--- src/rtl/bcd_to_bin_if.sv ---
// Start/done handshake bundle between the digit registers and the BCD-to-binary converter.
// The master drives the request, and the slave (the converter) returns status and result.
interface bcd_to_bin_if #(
   parameter int N_DIGITS = 4,
   parameter int BIN_W    = 14
);
   logic                  start;
   logic [4*N_DIGITS-1:0] bcd_in;
   logic                  ready;
   logic                  done_tick;
   logic [BIN_W-1:0]      bin_out;
   logic                  err;

   modport master (
      output start, bcd_in,
      input  ready, done_tick, bin_out, err
   );

   modport slave (
      input  start, bcd_in,
      output ready, done_tick, bin_out, err
   );
endinterface

--- src/rtl/bcd_to_bin.sv ---
// Iterative BCD-to-binary converter using reverse double-dabble.
// Each OP cycle shifts right once, then subtracts 3 from every digit that is 8 or more.
module bcd_to_bin #(
   parameter int N_DIGITS = 4,
   parameter int BIN_W    = 14
) (
   input  logic          clk,
   input  logic          reset_n,
   bcd_to_bin_if.slave   bus
);

   localparam int BCD_W = 4 * N_DIGITS;
   localparam int CNT_W = (BIN_W > 2) ? $clog2(BIN_W) : 1;

   typedef enum logic [1:0] {IDLE, OP, DONE} state_t;

   state_t            state;
   state_t            next_state;
   logic [BCD_W-1:0]  bcd_r;
   logic [BCD_W-1:0]  bcd_shifted;
   logic [BCD_W-1:0]  bcd_step;
   logic [BIN_W-1:0]  bin_r;
   logic [CNT_W-1:0]  n_r;
   logic              err_r;
   logic              bad_digit;

   // Any nibble above 9 makes the whole request invalid.
   always_comb begin
      bad_digit = 1'b0;
      for (int i = 0; i < N_DIGITS; i++) begin
         if (bus.bcd_in[4*i +: 4] > 4'd9) bad_digit = 1'b1;
      end
   end

   always_comb begin
      bcd_shifted = bcd_r >> 1;
      bcd_step    = bcd_shifted;
      for (int i = 0; i < N_DIGITS; i++) begin
         if (bcd_shifted[4*i +: 4] >= 4'd8) bcd_step[4*i +: 4] = bcd_shifted[4*i +: 4] - 4'd3;
      end
   end

   always_ff @(posedge clk or negedge reset_n) begin
      if (!reset_n) state <= IDLE;
      else          state <= next_state;
   end

   always_comb begin
      next_state = state;
      case (state)
         IDLE:    if (bus.start) next_state = bad_digit ? DONE : OP;
         OP:      if (n_r == '0) next_state = DONE;
         DONE:    next_state = IDLE;
         default: next_state = IDLE;
      endcase
   end

   // The binary result fills from the top, one bit per cycle, LSB first.
   always_ff @(posedge clk or negedge reset_n) begin
      if (!reset_n) begin
         bcd_r <= '0;
         bin_r <= '0;
         n_r   <= '0;
         err_r <= 1'b0;
      end else begin
         case (state)
            IDLE: begin
               if (bus.start) begin
                  bin_r <= '0;
                  if (bad_digit) begin
                     bcd_r <= '0;
                     err_r <= 1'b1;
                  end else begin
                     bcd_r <= bus.bcd_in;
                     err_r <= 1'b0;
                     n_r   <= CNT_W'(BIN_W - 1);
                  end
               end
            end
            OP: begin
               bin_r <= {bcd_r[0], bin_r[BIN_W-1:1]};
               bcd_r <= bcd_step;
               if (n_r != '0) n_r <= n_r - CNT_W'(1);
            end
            default: begin
            end
         endcase
      end
   end

   assign bus.ready     = (state == IDLE);
   assign bus.done_tick = (state == DONE);
   assign bus.bin_out   = bin_r;
   assign bus.err       = err_r;

endmodule

--- src/flat_wrapper.sv ---
// flat-port wrapper written by rule: the top's interface ports become plain ports
module bcd_to_bin_flat 
#(
   parameter int N_DIGITS = 4,
   parameter int BIN_W    = 14
)
  (clk, reset_n, bus_start, bus_bcd_in, bus_ready, bus_done_tick, bus_bin_out, bus_err);
  bcd_to_bin_if #(.N_DIGITS(N_DIGITS), .BIN_W(BIN_W)) bus_i ();
  input  logic clk;
  input  logic reset_n;
  input wire logic [$bits(bus_i.start)-1:0] bus_start;
  input wire logic [$bits(bus_i.bcd_in)-1:0] bus_bcd_in;
  output wire logic [$bits(bus_i.ready)-1:0] bus_ready;
  output wire logic [$bits(bus_i.done_tick)-1:0] bus_done_tick;
  output wire logic [$bits(bus_i.bin_out)-1:0] bus_bin_out;
  output wire logic [$bits(bus_i.err)-1:0] bus_err;
  assign bus_i.start = bus_start;
  assign bus_i.bcd_in = bus_bcd_in;
  assign bus_ready = bus_i.ready;
  assign bus_done_tick = bus_i.done_tick;
  assign bus_bin_out = bus_i.bin_out;
  assign bus_err = bus_i.err;
  bcd_to_bin #(.N_DIGITS(N_DIGITS), .BIN_W(BIN_W)) u_core (.clk(clk), .reset_n(reset_n), .bus(bus_i));
endmodule
--- config.mk ---
export PLATFORM = sky130hd
export DESIGN_NAME = bcd_to_bin_flat
export DESIGN_NICKNAME = d
export VERILOG_FILES = /design/src/rtl/bcd_to_bin_if.sv /design/src/rtl/bcd_to_bin.sv /design/src/flat_wrapper.sv
export SDC_FILE = /design/constraint.sdc
export NUM_CORES = 1
export LEC_CHECK = 0
export BUFFER_PORTS_ARGS = -buffer_cell sky130_fd_sc_hd__buf_4
export CORE_UTILIZATION = 50
export CTS_BUF_LIST = sky130_fd_sc_hd__clkbuf_8
export DETAILED_ROUTE_END_ITERATION = 8
export PLACE_DENSITY = 0.73
export SETUP_SLACK_MARGIN = 0.05
export SYNTH_ARGS = -nofsm -noshare
export SYNTH_HDL_FRONTEND = slang
export SYNTH_SLANG_ARGS = --single-unit
--- constraint.sdc ---
create_clock -name clk -period 2.4 [get_ports clk]
set_input_delay 0.36 -clock clk [delete_from_list [all_inputs] [get_ports clk]]
set_output_delay 0.36 -clock clk [all_outputs]
set_load 0.02 [all_outputs]
== After elaboration in Yosys (flattened, before gate mapping) ==
Cells that the tools add are included.

* Register bits: 37
* Input bits: 19
* Output and inout port bits: 17
* Logic and storage cells: 54

* Add/subtract/negate cells: 5
* $lt $le $gt $ge: 8
* Equality and inequality tests: 6
* Mux-type cells: 22
* Reductions and logical operators: 8

{| class="wikitable"
|+ Operators by type and width
! kind !! count
|-
| $mux 16 || 2
|-
| $pmux 16 s2 || 1
|-
| $mux 4 || 7
|-
| $pmux 14 s2 || 1
|-
| $gt 4x4->1 const B || 4
|-
| $mux 14 || 1
|-
| $ge 4x4->1 const B || 3
|-
| $sub 4x2->4 const B || 3
|-
| $pmux 4 s2 || 1
|-
| $mux 2 || 3
|-
| $reduce_and 2->1 || 3
|-
| $mux 1 || 5
|-
| $ge 3x4->1 const B || 1
|-
| $logic_not 4->1 || 1
|-
| $ne 2x1->1 const B || 2
|-
| $ne 2x2->1 const B || 2
|-
| $pmux 2 s2 || 1
|-
| $reduce_and 4->1 || 1
|-
| $reduce_bool 4->1 || 1
|-
| $sub 3x2->4 const B || 1
|-
| $sub 4x1->4 const B || 1
|-
| $eq 2x1->1 const B || 1
|-
| $eq 2x2->1 const B || 1
|-
| $logic_not 2->1 || 1
|-
| $reduce_bool 2->1 || 1
|}

== Depth between registers and ports, before layout ==
Gate-level depths: netlist of run 1.

* Depth after elaboration: 8
* Depth in mapped cells: 6

== Least setup slack after synthesis of run 1 ==
No wires, ideal clock.

* Path type: register -> register
* Start: register u_core.n_r[0]
* End: register u_core.n_r[0]
* Library setup time: 0.125 ns
* Data arrival time: 1.475 ns
* Slack: 0.800 ns
* Cell stages (with the launch flop): 7
* Path buffers: 0
* Cells stage by stage: dfrtp_1 inv_1 ha_1 or3b_4 a21oi_2 a21oi_2 mux2_4

* Word-level cells in the longest chain between the ends: 3
* Elaborated cells on any way between the ends: 6
* Classes of those cells: add/sub: 1; eq/ne: 1; mux: 2; reduce/logical: 2

{| class="wikitable"
|+ Ends and longest elaborated chain
! element !! RTL line !! source
|-
| start, declared || bcd_to_bin.sv:23 || <nowiki>logic [CNT_W-1:0] n_r;</nowiki>
|-
| start signal, assigned || bcd_to_bin.sv:76 || <nowiki>n_r <= CNT_W'(BIN_W - 1);</nowiki>
|-
| start signal, assigned || bcd_to_bin.sv:83 || <nowiki>if (n_r != '0) n_r <= n_r - CNT_W'(1);</nowiki>
|-
| $sub 4x1->4 / $reduce_bool 4->1 (equally long branches) || bcd_to_bin.sv:83 ||
|-
| $mux 4 / $ne 2x1->1 (equally long branches) || - ||
|-
| $pmux 4 s2 / $reduce_and 4->1 (equally long branches) || - ||
|}

Parallel ways exist; a longest one is shown, timed or not. The select of a mux whose other input is x is not followed.
A chain may end at the register's enable or synchronous reset.

== Worst setup path after layout of run 1 ==
* Start: register u_core.state[0]
* End: register u_core.n_r[2]

* Word-level cells in the longest chain between the ends: 3
* Elaborated cells on any way between the ends: 8
* Classes of those cells: eq/ne: 4; mux: 1; reduce/logical: 3

{| class="wikitable"
|+ Ends and longest elaborated chain
! element !! RTL line !! source
|-
| start, declared || bcd_to_bin.sv:17 || <nowiki>state_t state;</nowiki>
|-
| start signal, assigned || bcd_to_bin.sv:45 || <nowiki>else state <= next_state;</nowiki>
|-
| $eq 2x1->1 / $logic_not 2->1 (equally long branches) || bcd_to_bin.sv:66 || <nowiki>case (state)</nowiki>
|-
| $ne 2x1->1 (no source line), or another cell as far along || - ||
|-
| $reduce_and 4->1 (no source line) || - ||
|}

Parallel ways exist; a longest one is shown, timed or not.

==> results of run 1 <==
layout make-up:
cell class / instances / area, um^2 / share of cell area [%]
sequential: 37 / 926 / 41.0
multi-input combinational: 127 / 861 / 38.1
timing repair buffer: 36 / 270 / 12.0
clock buffer: 5 / 68.8 / 3.05
tap: 46 / 57.6 / 2.55
clock inverter: 3 / 46.3 / 2.05
inverter: 8 / 30.0 / 1.33
per-layer routing:
| metal | vias up | track usage [%] | wire length (um) |
|---|---|---|---|
| met2 | 27 | 36.2 | 1950 |
| met3 | 2 | 5.62 | 148 |
| met1 | 692 | 25.9 | 1740 |
| met5 | - | 0 | 0 |
| li1 | 715 | - | - |
| met4 | 0 | 4.26 | 23 |
cell families after synthesis:
group / synth area share [%]
flops: 49.0
mux: 2.91
simple gates: 13.2
buf+inv: 5.63
fa+ha+maj: 4.64
xor+xnor: 2.78
compound gates: 21.8
flip-flops by register name, summed over array words and instances, names as in the netlist:
signal	cells
u_core.n_r	4
u_core.bus.bin_out	14
u_core.bcd_r	16
u_core.bus.err	1
u_core.state	2
cells in the mapped netlist (3+ instances only):
| cell type | count | share of area [%] |
|---|---|---|
| buf_2 | 7 | 1.9 |
| nand2_1 | 4 | 0.79 |
| dfrtp_1 | 37 | 49 |
| a21oi_1 | 27 | 7.2 |
| nor2_1 | 18 | 3.6 |
| a32oi_1 | 3 | 1.4 |
| xnor2_1 | 3 | 1.4 |
| o21ai_1 | 4 | 1.1 |
| a22o_1 | 14 | 6.5 |
| nand2b_1 | 4 | 1.3 |
| ha_1 | 7 | 4.6 |
| nand3_1 | 10 | 2.6 |
| xor2_1 | 3 | 1.4 |
| mux2i_1 | 4 | 2.1 |
| a31oi_1 | 3 | 0.99 |
| a22oi_1 | 3 | 1.2 |
| inv_1 | 8 | 1.6 |
power breakdown:
part	switching, mW	internal [mW]	leakage (nW)
combinational	0.610	0.477	0.531
clock	0.232	0.311	0.0543
sequential	0.232	0.826	0.469
worst max-delay path, cell delays in order (launching register included):
cell      delay [ps]
dfrtp_1          590
nand2b_1         480
or3_1            470
o211a_1          120
worst min path at each step:
stage | endpoint | cells past startpoint | slack [ps]
2_1_floorplan | u_core.bcd_r[0] | 0 | 60
3_3_place_gp | u_core.bcd_r[7] | 1 | 340
3_5_place_dp | u_core.bcd_r[6] | 1 | 350
4_1_cts | u_core.bus.bin_out[3] | 1 | 30
5_1_grt | u_core.bus.bin_out[3] | 1 | 40
6_report | u_core.bcd_r[6] | 1 | 6
per-stage QoR:
step | util (%) | power [mW]
2_1_floorplan | - | 1.91
3_3_place_gp | 61.8 | 2.10
3_5_place_dp | 61.8 | 2.16
4_1_cts | 65.2 | 2.71
5_1_grt | 65.2 | 2.88
6_report | 65.2 | 2.69
==> results_dict.tcl, run 1 <==
set metrics [dict create \
    grt_max_degree 38 \
    wl_per_cell_um 14.7 \
    ctsRootBufferMaster "clkbuf_8" \
    core_area_um2 3470 \
    insertion_delay_ps 290 \
    cts_htree_levels 2 \
    clock_path_buffers 2 \
    final_common_cell "dfrtp_1" \
    grt.total_usage_pct 20.9 \
    fmax_mhz 567 \
    grt_pass1_wl_mm 6.47 \
    period_needed_ps 1760 \
    drt-total-wl_mm 3.86 \
    synth_ff_type "dfrtp_1" \
    cts_tree "built" \
    holdWs_ps 5.99 \
    final_cell_mix "dfrtp_1 (37), buf_4 (36), a21oi_1 (27)" \
    period_share_pct 73.5 \
    setup_violations 0 \
    nets 241 \
    start_util_pct 54.5 \
    power.leakage_nw 1.05 \
    reg2regPathDepth 3 \
    required_ps 2580 \
    synth_edf_count 0 \
    num_vias 1436 \
    crit_path_start_kind "register" \
    dp.cells 254 \
    grt_pass1_vias 1410 \
    path_max_fanout 19 \
    gp_congestion 0.774 \
    r2r-end "u_core.n_r[2]" \
    synthArstFlopShare_pct 100 \
    status "completed" \
    slew-limit-headroom_pct 53.5 \
    antenna_found_initial 0 \
    timing.rr.start "u_core.state[0]" \
    num_rows 21 \
    cts_hold_buf 0 \
    synthCells 184 \
    port_buffers 35 \
    place_ws_ps 631 \
    clock-sinks 37 \
    layout-drive-gt1-share_pct 24.5 \
    ys_ff_latch 37 \
    finClkSkew_ps 5.64 \
    ys_seq_area_share_pct 49.0 \
    io_pins 36 \
    path_clk_slew_ps 80 \
    die_w_um 63.5 \
    diodes 0 \
    finalHoldViolCount 0 \
    power_density_nw_per_um2 1190 \
    die-height_um 63.5 \
    maxSlewViolCount 0 \
    worstPathArrival_ps 1940 \
    fin_tns_setup_ps 0 \
    drv_cap 0 \
    ctsResizeCount 0 \
    r2r_setup_slack_ps 640 \
    drc 0 \
    ys_types 39 \
    synth_area_um2 1890 \
    syn2layout_area_growth_pct 19.6 \
    crit_path_start "u_core.state[0]" \
    peakVddDrop_uv 900 \
    rsz0062_at_grt "no" \
    post_cts_buffers 0 \
    cp-end-kind "register" \
    yosysWarnings 0 \
    routed_via_density 5.48 \
    dieArea_um2 4030 \
    min_path_type "in2async" \
    syn-num-nets 210 \
    worstMarginPinSlew_ps 697 \
    ant_nets 0 \
    place_area_um2 2140 \
    drtIter0Drc 67 \
    grt_overflow_total 0 \
    crit_end "u_core.n_r[2]" \
    numCtsBuffers 5 \
    drtPass1Iterations 4 \
    stdcell_count 262 \
    synth_area_per_cell_um2 10.3 \
    dpl.hpwl_mm 2.66 \
    fillers 297 \
    final_area_um2 2260 \
    worstSetupPathType "reg2reg" \
    final.setup.worst_slack_ps 636 \
]
Note: power is estimated with default switching activity, not from simulation.
==> inputs of run 2 (changes only) <==
Settings changed: ABC_AREA set to 1, PLACE_DENSITY 0.73 to 0.75.
Clock period 2.4 ns to 1.5 ns, I/O delays scaled along.
==> results_dict.tcl, run 2 <==
set metrics [dict create \
    met1_usage_pct 30.3 \
    worstPathArrival_ps 1590 \
    cts_tree "built" \
    cts_htree_levels 2 \
    finClkSkew_ps 4.23 \
    synth-simple-area-share_pct 23.6 \
    wl_per_cell_um 13.5 \
    gp_congestion 0.802 \
    final.setup.worst_slack_ps 89.3 \
    drtPass1Iterations 4 \
    fin_tns_setup_ps 0 \
    num_vias 1819 \
    dieArea_um2 4350 \
    setup_violations 0 \
    synth_compound_area_share_pct 14.9 \
    yosysWarnings 0 \
    clock_path_buffers 2 \
    synthTopCellsByArea "dfrtp_1 (45%), a21oi_1 (7.6%), nor2_1 (7.0%)" \
    ys_seq_area_share_pct 45.3 \
    r2r_setup_slack_ps 90 \
    start_util_pct 53.9 \
    cp-end-kind "register" \
    drt-total-wl_mm 4.66 \
    grt_busiest_layer "met2" \
    synthCells 255 \
    r2r-end "u_core.n_r[1]" \
    antenna_found_initial 0 \
    grt.total_usage_pct 23.0 \
    die-height_um 66.0 \
    synthTopCellsByCount "nor2_1 (38), dfrtp_1 (37), nand2_1 (34)" \
    netlist.area_leader.share_pct 45.3 \
    timing.rr.start "u_core.n_r[0]" \
    slew-limit-headroom_pct 68.9 \
    synth_area_um2 2050 \
    ant_nets 0 \
    insertion_delay_ps 280 \
    syn2layout_area_growth_pct 21.2 \
    yosysTopAreaCell "dfrtp_1" \
    dpl.hpwl_mm 3.08 \
    maxSlewViolCount 0 \
    path_clk_slew_ps 70 \
    path_max_fanout 5 \
    period_share_pct 94.0 \
    grt_max_degree 38 \
    final_util_pct 65.3 \
    ctsRootBufferMaster "clkbuf_8" \
    synth_edf_count 0 \
    reg2regPathDepth 7 \
    status "completed" \
    grt.met2_usage_pct 38.0 \
    synth_ff_type "dfrtp_1" \
    final_cell_mix "buf_4 (47), nor2_1 (37), dfrtp_1 (37)" \
    clock-sinks 37 \
    place_ws_ps 52.8 \
    peakVddDrop_uv 1340 \
    final_common_cell "buf_4" \
    top_register "u_core.bcd_r" \
    io_pins 36 \
    core_area_um2 3800 \
    drtIter0Drc 95 \
    holdWs_ps 220 \
    grtUsageMet3_pct 4.66 \
    grt_overflow_total 0 \
    required_ps 1680 \
    crit_path_start_kind "register" \
    synthAdderAreaFrac_pct 4.28 \
    drc 0 \
    power_density_nw_per_um2 1750 \
    min_path_type "in2reg" \
    fmax_mhz 709 \
    nets 322 \
    period_needed_ps 1410 \
    synth_top_family_by_area "simple AND/OR/NAND/NOR gates" \
    port_buffers 35 \
    diodes 0 \
    syn-num-nets 281 \
    fillers 338 \
    yosys.cell_count.top_type "nor2_1" \
    power.leakage_nw 1.21 \
    finalHoldViolCount 0 \
    routed_via_density 5.27 \
    crit_path_start "u_core.n_r[0]" \
    ys_types 24 \
    numCtsBuffers 5 \
    die_w_um 66.0 \
    largest_reg_flops 16 \
    min_delay_path_depth 3 \
    final_area_um2 2480 \
    grt_pass1_vias 1660 \
    crit_end "u_core.n_r[1]" \
    synthArstFlopShare_pct 100 \
    drv_cap 0 \
    grt_pass1_wl_mm 7.54 \
    rsz0062_at_grt "yes" \
    ys_ff_latch 37 \
    synthMuxAreaShare_pct 0 \
    layout-drive-gt1-share_pct 22.9 \
    worstSetupPathType "reg2reg" \
    synth_area_per_cell_um2 8.02 \
    place_area_um2 2360 \
    num_rows 22 \
    yosys.area_share.xor_xnor_pct 1.28 \
    worstMarginPinSlew_ps 466 \
]
## run 2: metrics by stage
stage	instances	power (mW)
final	345	4.33
after CTS	344	4.25
after detailed placement	335	3.56
after floorplan	255	3.05
after global placement	335	3.51
after global routing	345	4.69
## run 2: how the worst min path moves through the flow
stage	startpoint	to	slack, ps
4_1_cts	bus_bcd_in[15]	u_core.bcd_r[15]	210
3_5_place_dp	reset_n	u_core.bus.bin_out[10]	210
3_3_place_gp	reset_n	u_core.bus.bin_out[10]	210
6_report	bus_bcd_in[15]	u_core.bcd_r[15]	220
5_1_grt	bus_bcd_in[15]	u_core.bcd_r[15]	220
2_1_floorplan	reset_n	u_core.bcd_r[0]	-70
## run 2: what timing repair did
action,in CTS,in global routing
hold endpoints to repair,37,0
pin swaps,0,1
resized for setup,1,9
setup endpoints to repair,3,21
hold buffers,1,0
setup buffers,0,1
## run 2: final cells by class
class                           instances  area [um^2]  share of cell area [%]
Clock buffer                            5         68.8                    2.78
Clock inverter                          3         18.8                   0.757
Inverter                               33          126                    5.10
Multi-Input combinational cell        171          916                    37.0
Sequential cell                        37          926                    37.4
Tap cell                               48         60.1                    2.42
Timing Repair Buffer                   48          363                    14.6
## run 2: report_power, final
| group | switching, mW | total (mW) | internal, mW |
|---|---|---|---|
| combinational | 1.20 | 2.03 | 0.827 |
| sequential | 0.319 | 1.63 | 1.31 |
| clock | 0.347 | 0.667 | 0.320 |
| total | 1.87 | 4.33 | 2.46 |
## run 2: cell families after synthesis
group,after synthesis
fa+ha+maj,7
compound gates,55
xor+xnor,3
flops,37
simple gates,106
buf+inv,47
## run 2: per-layer routing
metal / share of wire [%] / up-vias
met5: 0 / -
met4: 1.4 / 0
met3: 4.4 / 6
met2: 50 / 51
met1: 45 / 857
li1: - / 905
## run 2: critical path, stage by stage, from the launching register on
cell and delay [ps]:
dfrtp_1 400, inv_2 90, ha_2 190, nand2_2 90
o21ai_4 190, buf_4 160, or2_0 130, nand2_1 60
==> inputs of run 3 (changes only) <==
Settings changed: SETUP_SLACK_MARGIN 0.05 to 0.1.
==> results_dict.tcl, run 3 (synthesis gave the netlist of run 2 again) <==
set metrics [dict create \
    final_cell_mix "buf_4 (48), dfrtp_1 (37), nor2_1 (36)" \
    port_buffers 35 \
    worst-path-buf-inv 2 \
    start_util_pct 53.9 \
    clock-sinks 37 \
    die_w_um 66.0 \
    grt.total_usage_pct 23.2 \
    core_area_um2 3800 \
    crit_path_start_kind "register" \
    drc 0 \
    drtPass1Iterations 4 \
    grt_pass1_wl_mm 7.60 \
    worstSetupPathType "reg2out" \
    io_pins 36 \
    cp-end-kind "primary output" \
    crit_slowest_cell "dfrtp_1" \
    routed_via_density 5.29 \
    drv_cap 0 \
    syn2layout_area_growth_pct 22.8 \
    numCtsBuffers 5 \
    ctsRootBufferMaster "clkbuf_8" \
    cts_htree_levels 2 \
    power_density_nw_per_um2 1750 \
    num_rows 22 \
    dieArea_um2 4350 \
    period_share_pct 95.1 \
    wl_per_cell_um 13.5 \
    grt_pass1_vias 1668 \
    power.leakage_nw 1.23 \
    required_ps 1270 \
    grt_overflow_total 0 \
    cpPeakStageDelay_ps 430 \
    path_max_fanout 6 \
    drt-total-wl_mm 4.70 \
    fillers 329 \
    rsz0062_at_grt "yes" \
    r2r_setup_slack_ps 150 \
    place_ws_ps 52.8 \
    peakVddDrop_uv 1380 \
    period_needed_ps 1430 \
    insertion_delay_ps 280 \
    fin_tns_setup_ps 0 \
    nets 324 \
    fmax_mhz 701 \
    final.setup.worst_slack_ps 73.0 \
    drtIter0Drc 90 \
    dpl.hpwl_mm 3.08 \
    finalHoldViolCount 0 \
    grt_max_degree 38 \
    slew-limit-headroom_pct 68.9 \
    maxSlewViolCount 0 \
    finClkSkew_ps 6.12 \
    final_common_cell "buf_4" \
    top_register "u_core.bcd_r" \
    path_cells "buf_4, nor2_2, buf_6" \
    layout-drive-gt1-share_pct 24.1 \
    num_vias 1835 \
    critPathTopFamily "flip-flops" \
    path_clk_slew_ps 80 \
    gp_congestion 0.802 \
    diodes 0 \
    worstMarginPinSlew_ps 467 \
    largest_reg_flops 16 \
    cts_tree "built" \
    min_path_type "in2reg" \
    die-height_um 66.0 \
    clock_path_buffers 2 \
    antenna_found_initial 0 \
    ant_nets 0 \
    setup_violations 0 \
    worstPathArrival_ps 1200 \
    status "completed" \
]
-- run 3: final timing paths --
path                                       startpoint                      to  cells past startpoint
worst max register to register          u_core.n_r[1]           u_core.n_r[2]                      7
min in group asynchronous                     reset_n  u_core.bus.bin_out[11]                      2
worst min register to register  u_core.bus.bin_out[0]   u_core.bus.bin_out[0]                      2
max in group asynchronous                     reset_n           u_core.n_r[2]                      2
worst min-delay path                   bus_bcd_in[15]        u_core.bcd_r[15]                      3
worst max-delay path                  u_core.state[0]               bus_ready                      3
-- run 3: metal layers --
layer  vias to the layer above  GRT usage, %  routed length [um]
li1                        910             -                   -
met1                       870          30.4                2130
met2                        49          38.5                2310
met3                         6          4.66                 186
met4                         0          7.18                  62
met5                         -             0                   0
-- run 3: final cells by class --
type                       instances  area, um^2  area share, %
multi-input combinational        171         927           36.9
sequential                        37         926           36.9
timing repair buffer              50         382           15.2
inverter                          33         129           5.13
clock buffer                       5        68.8           2.74
tap                               48        60.1           2.39
clock inverter                     3        18.8          0.747
-- run 3: where the power goes --
group	total (mW)	internal, mW	switching [mW]	leakage, nW
Combinational	2.09	0.874	1.22	0.710
Clock	0.666	0.320	0.346	0.0416
Sequential	1.64	1.31	0.330	0.474
-- run 3: repair_timing --
item	CTS	global route
pin swaps	1	1
hold buffers	1	0
gates resized for setup	2	14
endpoints found under the setup margin	4	24
endpoints found under the hold margin	37	0
setup buffers	1	2
-- run 3: through the flow --
stage               util (%)  hold slack [ps]  area, um^2  total power, mW  instances
finish                  66.1              221        2510             4.40        347
global route            66.1              217        2510             4.77        347
CTS                     64.9              212        2460             4.27        345
detailed placement      62.0              212        2360             3.56        335
global placement        62.0              215        2360             3.51        335
floorplan                  -            -70.6        2050             3.05        255
-- run 3: tightest hold or removal path, stage by stage --
cell and delay (ps):
buf_4 110, inv_1 60, o21ai_1 70
